--- src/rtl/sdr_pkg.sv ---
// Shared SDR receive-path definitions: magnitude modes, saturating abs helper
// and the alpha-max-beta-min shift constants.
package sdr_pkg;

    localparam logic MODE_REAL_ABS = 1'b0;
    localparam logic MODE_IQ_MAG   = 1'b1;

    // mag ~= max + (min >> 2) + (min >> 3), i.e. alpha = 1, beta = 0.375
    localparam int AMBM_SHIFT_A = 2;
    localparam int AMBM_SHIFT_B = 3;

    // |x| for a w-bit value sign-extended to 64 bits; the most-negative value
    // saturates to the largest positive one.
    function automatic logic [63:0] sat_abs(input logic signed [63:0] x, input int w);
        logic signed [63:0] lim;
        lim = (64'sd1 <<< (w - 1)) - 64'sd1;
        if (x < -lim)
            return lim;
        return (x < 0) ? -x : x;
    endfunction

endpackage

--- src/rtl/iq_abs_mag.sv ---
// Two-stage per-sample magnitude: saturating abs + clip detect, then either
// |I| or an alpha-max-beta-min estimate of |I+jQ|.
module iq_abs_mag
    import sdr_pkg::*;
#(
    parameter int DATA_W = 16
) (
    input  logic                     clk,
    input  logic                     reset,
    input  logic                     flush,
    input  logic                     mode,
    input  logic signed [DATA_W-1:0] i,
    input  logic signed [DATA_W-1:0] q,
    input  logic                     sample_valid,
    output logic        [DATA_W-1:0] mag,
    output logic                     clip,
    output logic                     mag_valid
);

    localparam logic [DATA_W-1:0] MOST_NEG = {1'b1, {(DATA_W-1){1'b0}}};
    localparam logic [DATA_W-1:0] MOST_POS = ~MOST_NEG;

    logic [DATA_W-1:0] abs_i, abs_q, mx, mn, mag_next;
    logic              clip_s1, valid_s1, clip_now;

    assign clip_now = (i == MOST_NEG) || (i == MOST_POS) || (q == MOST_NEG) || (q == MOST_POS);

    always_ff @(posedge clk) begin
        if (!reset) begin
            valid_s1 <= 1'b0;
            abs_i    <= '0;
            abs_q    <= '0;
            clip_s1  <= 1'b0;
        end else begin
            valid_s1 <= sample_valid & ~flush;
            abs_i    <= DATA_W'(sat_abs(64'(i), DATA_W));
            abs_q    <= DATA_W'(sat_abs(64'(q), DATA_W));
            clip_s1  <= clip_now;
        end
    end

    // Inputs are at most 2^(DATA_W-1)-1, so the 1.375x sum fits in DATA_W bits.
    always_comb begin
        mx = (abs_i >= abs_q) ? abs_i : abs_q;
        mn = (abs_i >= abs_q) ? abs_q : abs_i;
        mag_next = abs_i;
        if (mode == MODE_IQ_MAG)
            mag_next = mx + (mn >> AMBM_SHIFT_A) + (mn >> AMBM_SHIFT_B);
    end

    always_ff @(posedge clk) begin
        if (!reset) begin
            mag_valid <= 1'b0;
            mag       <= '0;
            clip      <= 1'b0;
        end else begin
            mag_valid <= valid_s1 & ~flush;
            mag       <= mag_next;
            clip      <= clip_s1;
        end
    end

endmodule

--- src/rtl/iq_level_meter.sv ---
// I/Q level meter: per-sample magnitude, power-of-two window average,
// decaying peak hold and LED thermometer / clip / heartbeat outputs.
module iq_level_meter
    import sdr_pkg::*;
#(
    parameter int DATA_W      = 16,
    parameter int AVG_LOG2    = 4,
    parameter int DECAY_SHIFT = 3
) (
    input  logic                  sys_clk,
    input  logic                  reset,
    input  logic                  mode,
    input  logic [2*DATA_W-1:0]   data,
    input  logic                  data_ready,
    output logic [DATA_W-1:0]     avg,
    output logic                  avg_valid,
    output logic [DATA_W-1:0]     peak,
    output logic [DATA_W+1:0]     display_lines
);

    localparam int ACC_W = DATA_W + AVG_LOG2;

    logic                mode_q, mode_chg;
    logic [DATA_W-1:0]   mag;
    logic                mag_clip, mag_valid;

    logic [ACC_W-1:0]    acc, sum_q;
    logic [AVG_LOG2-1:0] cnt;
    logic [DATA_W-1:0]   win_max, max_q, max_next, avg_next, therm;
    logic                win_clip, clip_q, done;

    assign mode_chg = mode ^ mode_q;

    always_ff @(posedge sys_clk) begin
        if (!reset) mode_q <= MODE_REAL_ABS;
        else        mode_q <= mode;
    end

    iq_abs_mag #(.DATA_W(DATA_W)) u_abs_mag (
        .clk          (sys_clk),
        .reset        (reset),
        .flush        (mode_chg),
        .mode         (mode_q),
        .i            (data[2*DATA_W-1:DATA_W]),
        .q            (data[DATA_W-1:0]),
        .sample_valid (data_ready),
        .mag          (mag),
        .clip         (mag_clip),
        .mag_valid    (mag_valid)
    );

    always_comb begin
        max_next = (mag > win_max) ? mag : win_max;
        avg_next = DATA_W'(sum_q >> AVG_LOG2);
        therm    = '0;
        for (int k = 0; k < DATA_W; k++)
            therm[k] = (avg_next >= (DATA_W'(1) << k));
    end

    // Window stage: the completing sample latches the totals for the output stage.
    always_ff @(posedge sys_clk) begin
        if (!reset || mode_chg) begin
            acc      <= '0;
            cnt      <= '0;
            win_max  <= '0;
            win_clip <= 1'b0;
            sum_q    <= '0;
            max_q    <= '0;
            clip_q   <= 1'b0;
            done     <= 1'b0;
        end else begin
            done <= 1'b0;
            if (mag_valid) begin
                if (&cnt) begin
                    done     <= 1'b1;
                    sum_q    <= acc + ACC_W'(mag);
                    max_q    <= max_next;
                    clip_q   <= win_clip | mag_clip;
                    acc      <= '0;
                    cnt      <= '0;
                    win_max  <= '0;
                    win_clip <= 1'b0;
                end else begin
                    acc      <= acc + ACC_W'(mag);
                    cnt      <= cnt + 1'b1;
                    win_max  <= max_next;
                    win_clip <= win_clip | mag_clip;
                end
            end
        end
    end

    // Output stage; a mode change keeps avg/thermometer/heartbeat but drops peak and clip.
    always_ff @(posedge sys_clk) begin
        if (!reset) begin
            avg           <= '0;
            avg_valid     <= 1'b0;
            peak          <= '0;
            display_lines <= '0;
        end else if (mode_chg) begin
            avg_valid             <= 1'b0;
            peak                  <= '0;
            display_lines[DATA_W] <= 1'b0;
        end else begin
            avg_valid <= done;
            if (done) begin
                avg                         <= avg_next;
                display_lines[DATA_W-1:0]   <= therm;
                display_lines[DATA_W]       <= clip_q;
                display_lines[DATA_W+1]     <= ~display_lines[DATA_W+1];
                if (max_q > peak) peak <= max_q;
                else              peak <= peak - (peak >> DECAY_SHIFT);
            end
        end
    end

endmodule

--- config.mk ---
export PLATFORM = sky130hd
export DESIGN_NAME = iq_level_meter
export DESIGN_NICKNAME = d
export VERILOG_FILES = /design/src/rtl/sdr_pkg.sv /design/src/rtl/iq_abs_mag.sv /design/src/rtl/iq_level_meter.sv
export SDC_FILE = /design/constraint.sdc
export NUM_CORES = 1
export LEC_CHECK = 0
export ABC_AREA = 1
export BUFFER_PORTS_ARGS = -buffer_cell sky130_fd_sc_hd__buf_2
export CAP_MARGIN = 10
export CORE_MARGIN = 2
export CORE_UTILIZATION = 35
export DETAILED_ROUTE_END_ITERATION = 6
export PLACE_DENSITY_LB_ADDON = 0.12
export SLEW_MARGIN = 40
export SYNTH_ARGS = -nofsm -noshare
export SYNTH_HDL_FRONTEND = slang
export SYNTH_SLANG_ARGS = --single-unit
--- constraint.sdc ---
create_clock -name sys_clk -period 3.4 [get_ports sys_clk]
set_input_delay 0.34 -clock sys_clk [delete_from_list [all_inputs] [get_ports sys_clk]]
set_output_delay 0.34 -clock sys_clk [all_outputs]
set_load 0.02 [all_outputs]
---- Word-level counts from Yosys, hierarchy flattened ----
Index checks and enable logic that the tools add are counted.
cells by class
  bitwise gates (word level) .............. 8
  $add $sub $neg .......................... 7
  reductions and logical operators ........ 10
  $lt $le $gt $ge ......................... 23
  eq/ne operators ......................... 4
  muxes and demuxes ....................... 20
operators by type and width
  kind                  count
  $mux 16               12
  $eq 16x15->1 const B  2
  $eq 16x16->1 const B  2
  $gt 16x16->1          2
  $lt 16x1->1 const B   2
  $lt 16x16->1 const B  2
  $neg 16->16           2
  $add 20x16->20        1
  $mux 20               1
  $add 16x13->16        1
  $add 16x14->16        1
  $ge 16x1->1 const B   1
  $ge 16x10->1 const B  1
  $ge 16x11->1 const B  1
  $ge 16x12->1 const B  1
  $ge 16x13->1 const B  1
  $ge 16x14->1 const B  1
  $ge 16x15->1 const B  1
  $ge 16x16->1          1
  $ge 16x16->1 const B  1
  $ge 16x2->1 const B   1
  $ge 16x3->1 const B   1
  $ge 16x4->1 const B   1
  $ge 16x5->1 const B   1
  other kinds (18)      31
storage, ports and cells
  word-level logic and storage cells ...... 93
  register bits after elaboration ......... 183
  output and inout port bits .............. 51
  input port bits ......................... 36

---- Logic depth before layout (Yosys ltp) ----
  depth after elaboration ................. 5
  gate-level depth with buffers ........... 33
  mapped depth without buffers ............ 32

---- By module ----
From an unflattened synthesis, not the netlist that was laid out.
second synthesis, totals
  cell total of the unflattened synthesis .. 1834
  area total of the unflattened synthesis .. 12170.4 um^2
modules (own cells, without submodules)
  module          sequential area each (um^2)  instances  cells each  area each (um^2)
  iq_level_meter  2542.4                       1          1203        7913.8
  iq_abs_mag      1041.0                       1          631         4256.6

---- Least setup slack after synthesis ----
No wires, ideal clock.
  path type ............................... reg2reg
  start point ............................. register u_abs_mag.abs_q[9]
  end point ............................... register u_abs_mag.mag[15]
  buffers on the path ..................... 2
  data required time ...................... 3.291 ns
  path slack .............................. -0.101 ns
  library setup time ...................... 0.109 ns
  cell stages (with the launch flop) ...... 25
  period minus slack after synthesis ...... 3.501 ns
  data arrival time ....................... 3.392 ns
  cell sequence ........................... dfxtp_1 > inv_1 > ha_1 > nand2_1 > inv_1 > o21bai_1 > a21oi_1 > nor2_2 > nand2_4 > buf_6 > buf_2 > nand2_1 > o21ai_0 > fa_1 > inv_1 > ha_1 > a21o_1 > a21oi_1 > nand3_1 > nand2_1 > nand2_1 > nand3_1 > nand3_1 > nand2_1 > inv_1
on the way
  longest elaborated chain between the ends .. 5
  elaborated cells between the ends (all ways) .. 6
  those cells by class .................... add/sub (2); order compare (1); mux (3)
RTL lines
  item                               line                                text
  from (decl)                        iq_abs_mag.sv:23                    logic [DATA_W-1:0] abs_i, abs_q, mx, mn, mag_next;
  from (signal assigned)             iq_abs_mag.sv:37                    abs_q <= DATA_W'(sat_abs(64'(q), DATA_W));
  $ge 16x16->1                       iq_abs_mag.sv:44, iq_abs_mag.sv:45
  $mux 16, on equally long branches  iq_abs_mag.sv:44, iq_abs_mag.sv:45
  $add 16x14->16                     iq_abs_mag.sv:48                    mag_next = mx + (mn >> AMBM_SHIFT_A) + (mn >> AMBM_SHIFT_B);
  $add 16x13->16 (*)                 iq_abs_mag.sv:48
  $mux 16 (*)                        iq_abs_mag.sv:47                    if (mode == MODE_IQ_MAG)
  to (signal assigned)               iq_abs_mag.sv:58                    mag <= mag_next;
  to (decl)                          iq_abs_mag.sv:15                    output logic [DATA_W-1:0] mag,
Mark *: on every way between the ends. The rest lies on a longest branch, timed or not.
A chain may end at the register's enable or synchronous reset.

---- Worst setup path after layout ----
  start point ............................. register u_abs_mag.abs_q[14]
  end point ............................... register u_abs_mag.mag[9]
on the way
  longest elaborated chain between the ends .. 5
  elaborated cells between the ends (all ways) .. 6
  those cells by class .................... add/sub (2); order compare (1); mux (3)
RTL lines
  item                               line
  $ge 16x16->1 (*)                   iq_abs_mag.sv:44, iq_abs_mag.sv:45
  $mux 16, on equally long branches  iq_abs_mag.sv:44, iq_abs_mag.sv:45
  $add 16x14->16                     iq_abs_mag.sv:48
  $add 16x13->16 (*)                 iq_abs_mag.sv:48
  $mux 16 (*)                        iq_abs_mag.sv:47
Marks and branches as above.

==> impl_metrics.env <==
export IMPL_final_max_slew_violation_count=0
export IMPL_max_slew_margin_rel_pct=50.5
export IMPL_synth_adder_area_share_pct=12.5
export IMPL_fin_worst_skew_ns=0.0148
export IMPL_postSynth_topFlopCell="dfxtp_1"
export IMPL_timing_worst_setup_path_type="reg -> reg"
export IMPL_num_antenna_cells=0
export IMPL_clock_sink_count=179
export IMPL_globalplace_congestion=0.863
export IMPL_power_sequential_fraction_pct=28.6
export IMPL_yosys_area_share_xor_xnor_pct=1.81
export IMPL_cts_tree="done"
export IMPL_holdCritStartpoint="data_ready"
export IMPL_fmax_mhz=285
export IMPL_vias_in_the_first_global_route=11132
export IMPL_synthDistinctLibCells=52
export IMPL_layout_worst_path_cycle_share_pct=103
export IMPL_initialDrtViolationCount=613
export IMPL_critPathRequiredTime_ns=3.74
export IMPL_count_of_buffers_inserted_at_the_top_level_ports=86
export IMPL_antenna_violations_before_repair=1
export IMPL_critical_path_startpoint="u_abs_mag.abs_q[14]"
export IMPL_critical_path_arrival_ns=3.84
export IMPL_critical_path_reg2reg_startpoint="u_abs_mag.abs_q[14]"
export IMPL_dp_cells=2370
export IMPL_yosys_warnings=0
export IMPL_synthMuxAreaShare_pct=0
export IMPL_detail_route_wl_per_cell_um=14.6
export IMPL_area_growth_pct=24.4
export IMPL_switching_share_pct=38.9
export IMPL_num_vias=11801
export IMPL_synth_simple_area_share_pct=29.9
export IMPL_failing_checks="setup timing"
export IMPL_use_met3_pct=2.85
export IMPL_syn_area_um2=12000
export IMPL_worst_path_buf_inv=6
export IMPL_grt_max_degree=58
export IMPL_final_antenna_net_count=0
export IMPL_synthArstFlopShare_pct=0
export IMPL_die_width_um=189
export IMPL_most_common_cell_after_layout_fill_and_taps_aside="nand2_1"
export IMPL_die_area_um2=35800
export IMPL_globalRouteMet2Util_pct=33.3
export IMPL_layout_core_utilization_pct=44.4
export IMPL_hold_vio_cnt_final=0
export IMPL_tightest_slew_ns=0.737
export IMPL_floorplan_io_pins=87
export IMPL_post_route_worst_setup_slack_ns=-0.103
export IMPL_finalCriticalPeriod_ns=3.50
export IMPL_critical_path_startpoint_type="register"
export IMPL_placement_rows=67
export IMPL_syn_avg_cell_area_um2=6.64
export IMPL_grtUsageTotal_pct=19.7
export IMPL_largest_family_of_logic_cells_by_synthesized_area="simple AND/OR/NAND/NOR gates"
export IMPL_tritoncts_num_buffers=17
export IMPL_worst_path_cell_with_the_longest_stage_delay="fa_2"
export IMPL_die_h_um=189
export IMPL_post_route_non_filler_standard_cell_count=2421
export IMPL_unrepaired_setup_endpoints_after_global_routing="yes"
export IMPL_clk_pin_slew_worst_paths_ns=0.07
export IMPL_detail_route_first_pass_iterations=5
export IMPL_core_area_um2=33600
export IMPL_grt_busiest_layer="met2"
export IMPL_status="finished with violations"
export IMPL_grt_overflow=0
export IMPL_netSwitchingPower_uw=3070
export IMPL_worst_path_stages=23
export IMPL_num_nets_final=2111
export IMPL_drc=0
export IMPL_power_leakage_uw=0.00712
export IMPL_post_dp_hpwl_um=26200
export IMPL_postSynthCellCount=1808
export IMPL_power_clock_fraction_pct=25.3
export IMPL_critical_path_top_delay_family="simple AND/OR/NAND/NOR gates"
export IMPL_power_report_internal_total_uw=4810
export IMPL_timing_reg2reg_setup_slack_ns=-0.10
export IMPL_viasPerCell=4.87
export IMPL_grt_use_met1_pct=26.0
export IMPL_cp_end_kind="register"
export IMPL_p_total_uw=7880
export IMPL_pwr_share_comb_pct=46.1
export IMPL_mappedNetlistNets=1959
export IMPL_r2r_end="u_abs_mag.mag[9]"
export IMPL_drv_cap=0
export IMPL_critPathCapture="u_abs_mag.mag[9]"
export IMPL_pwr_density_cell_nw_per_um2=528
export IMPL_ys_seq_elements=179
export IMPL_clockBufferDepth=2
export IMPL_grt_pass1_wl_um=57100
export IMPL_timing_hold_worst_class="in -> reg"
export IMPL_most_common_layout_cells="433 x nand2_1, 242 x inv_1, 162 x dfxtp_1"
export IMPL_setup_violations_final=5
export IMPL_critical_path_peak_fanout=7
export IMPL_area_fraction_in_compound_gates_after_synthesis_pct=14.9
export IMPL_initial_core_util_pct=35.7
export IMPL_clk_insertion_delay_late_ns=0.45
export IMPL_slowest_delay_ns=0.37
export IMPL_synth_edff_count=0
export IMPL_synth_seq_area_share_pct=29.8
export IMPL_path_cells="inv_2 > ha_4 > nand4_1 > nor3_2 > nand2_4 > nand2_8 > buf_12 > nand2_4 > o21ai_4 > nand2_1 > nand2_1 > inv_1 > ha_1 > ha_2 > inv_2 > fa_2 > nor3_4 > nor2_2 > o21bai_2 > buf_4 > xor2_1 > o21ai_1 > inv_1"
export IMPL_layout_drive_gt1_share_pct=20.2
export IMPL_detail_route_wirelength_um=35200
export IMPL_library_cell_used_as_clock_root_buffer="clkbuf_16"
export IMPL_worst_r2r_cell_count=23
export IMPL_htree_num_levels=4
export IMPL_worst_ir_drop_vdd_mv=0.401
[stage by stage]
stage	TNS [ns]	cell area, um2	setup slack (ns)	hold slack (ns)
2_1_floorplan	0	12000	0.0264	0.390
3_3_place_gp	-1.20	13400	-0.238	0.396
3_5_place_dp	-1.71	13400	-0.288	0.405
4_1_cts	-0.347	14500	-0.109	0.115
5_1_grt	-2.48	14900	-0.366	0.146
6_report	-0.330	14900	-0.103	0.146
[registers in the layout, indices dropped and copies added (netlist names), 4 cells and up]
register and count:
u_abs_mag.mag 16, acc 20, max_q 16, u_abs_mag.abs_i 16
sum_q 16, win_max 16, cnt 4, avg 16
peak 16, display_lines 18, u_abs_mag.abs_q 16
[power groups by stage]
stage / logic, uW / clock network (uW) / registers, uW
global placement: 2640 / 0 / 2300
floorplan: 1750 / 0 / 2250
finish: 3640 / 1990 / 2250
detailed placement: 2640 / 0 / 2300
global route: 4030 / 2140 / 2260
CTS: 3030 / 2040 / 2260
[cells in the mapped netlist (3+ instances only)]
cell type / number / share of area (%)
nand4_1: 17 / 0.89
nor2_1: 147 / 4.6
o21a_1: 3 / 0.19
buf_6: 5 / 0.47
fa_1: 8 / 1.3
inv_1: 261 / 8.2
o21ai_2: 9 / 0.66
inv_2: 10 / 0.31
nor2_2: 6 / 0.31
o21ai_1: 11 / 0.46
clkbuf_1: 27 / 0.84
o21bai_1: 7 / 0.44
a21oi_1: 143 / 6.0
xor2_1: 12 / 0.88
nor3_1: 17 / 0.71
ha_1: 107 / 11
buf_2: 20 / 0.83
buf_1: 4 / 0.13
a41oi_1: 3 / 0.22
nand3b_1: 14 / 0.88
a22o_1: 3 / 0.22
nand2_4: 4 / 0.38
nand3_1: 152 / 6.3
xnor2_1: 11 / 0.80
nand2_1: 453 / 14
o21ai_0: 102 / 4.3
nor4_1: 5 / 0.26
o221ai_1: 3 / 0.22
a31oi_1: 25 / 1.3
or2_2: 5 / 0.26
a21o_1: 4 / 0.25
nand2_2: 5 / 0.26
dfxtp_1: 179 / 30
[routing by layer]
layer | routed length (um) | vias up
li1 | - | 6177
met1 | 17000 | 5390
met5 | 0 | -
met2 | 16500 | 202
met3 | 1130 | 32
met4 | 602 | 0
[cells by family after synthesis]
logic type	count (synthesis)
AND/OR/NAND/NOR	837
buffers and inverters	330
XOR/XNOR	24
adder cells (fa/ha/maj)	115
AO/OA/AOI/OAI	323
flip-flops	179
[worst min path at each step]
stage | end | slack, ns | depth (start not counted)
2_1_floorplan | u_abs_mag.clip | 0.39 | 2
3_3_place_gp | u_abs_mag.mag_valid | 0.40 | 2
3_5_place_dp | u_abs_mag.clip | 0.40 | 2
4_1_cts | u_abs_mag.valid_s1 | 0.12 | 3
5_1_grt | u_abs_mag.valid_s1 | 0.15 | 3
6_report | u_abs_mag.valid_s1 | 0.15 | 3
[worst reg2reg max path: stages (launching register included)]
cell	delay, ns
dfxtp_2	0.33
inv_2	0.05
ha_4	0.25
nand4_1	0.17
nor3_2	0.25
nand2_4	0.11
nand2_8	0.11
buf_12	0.15
nand2_4	0.06
o21ai_4	0.07
nand2_1	0.07
nand2_1	0.07
inv_1	0.04
ha_1	0.28
ha_2	0.19
inv_2	0.05
fa_2	0.37
nor3_4	0.19
nor2_2	0.06
o21bai_2	0.18
buf_4	0.14
xor2_1	0.05
o21ai_1	0.11
inv_1	0.05
[layout make-up]
type,count,area (um2)
fill,3614,18700
multi-input combinational,1299,7820
sequential,179,3600
timing repair buffer,192,1340
inverter,271,1020
tap,448,561
clock buffer,18,439
clock inverter,14,154
[timing repair]
action | 4_1_cts | 5_1_grt
pin swaps | 29 | 59
cloned | 3 | 1
gates resized for setup | 72 | 105
endpoints found under the hold margin | 0 | 0
endpoints found under the setup margin | 10 | 13
buffers inserted | 7 | 10
hold buffers | 0 | 0
Note: power is estimated with default switching activity, not from simulation.
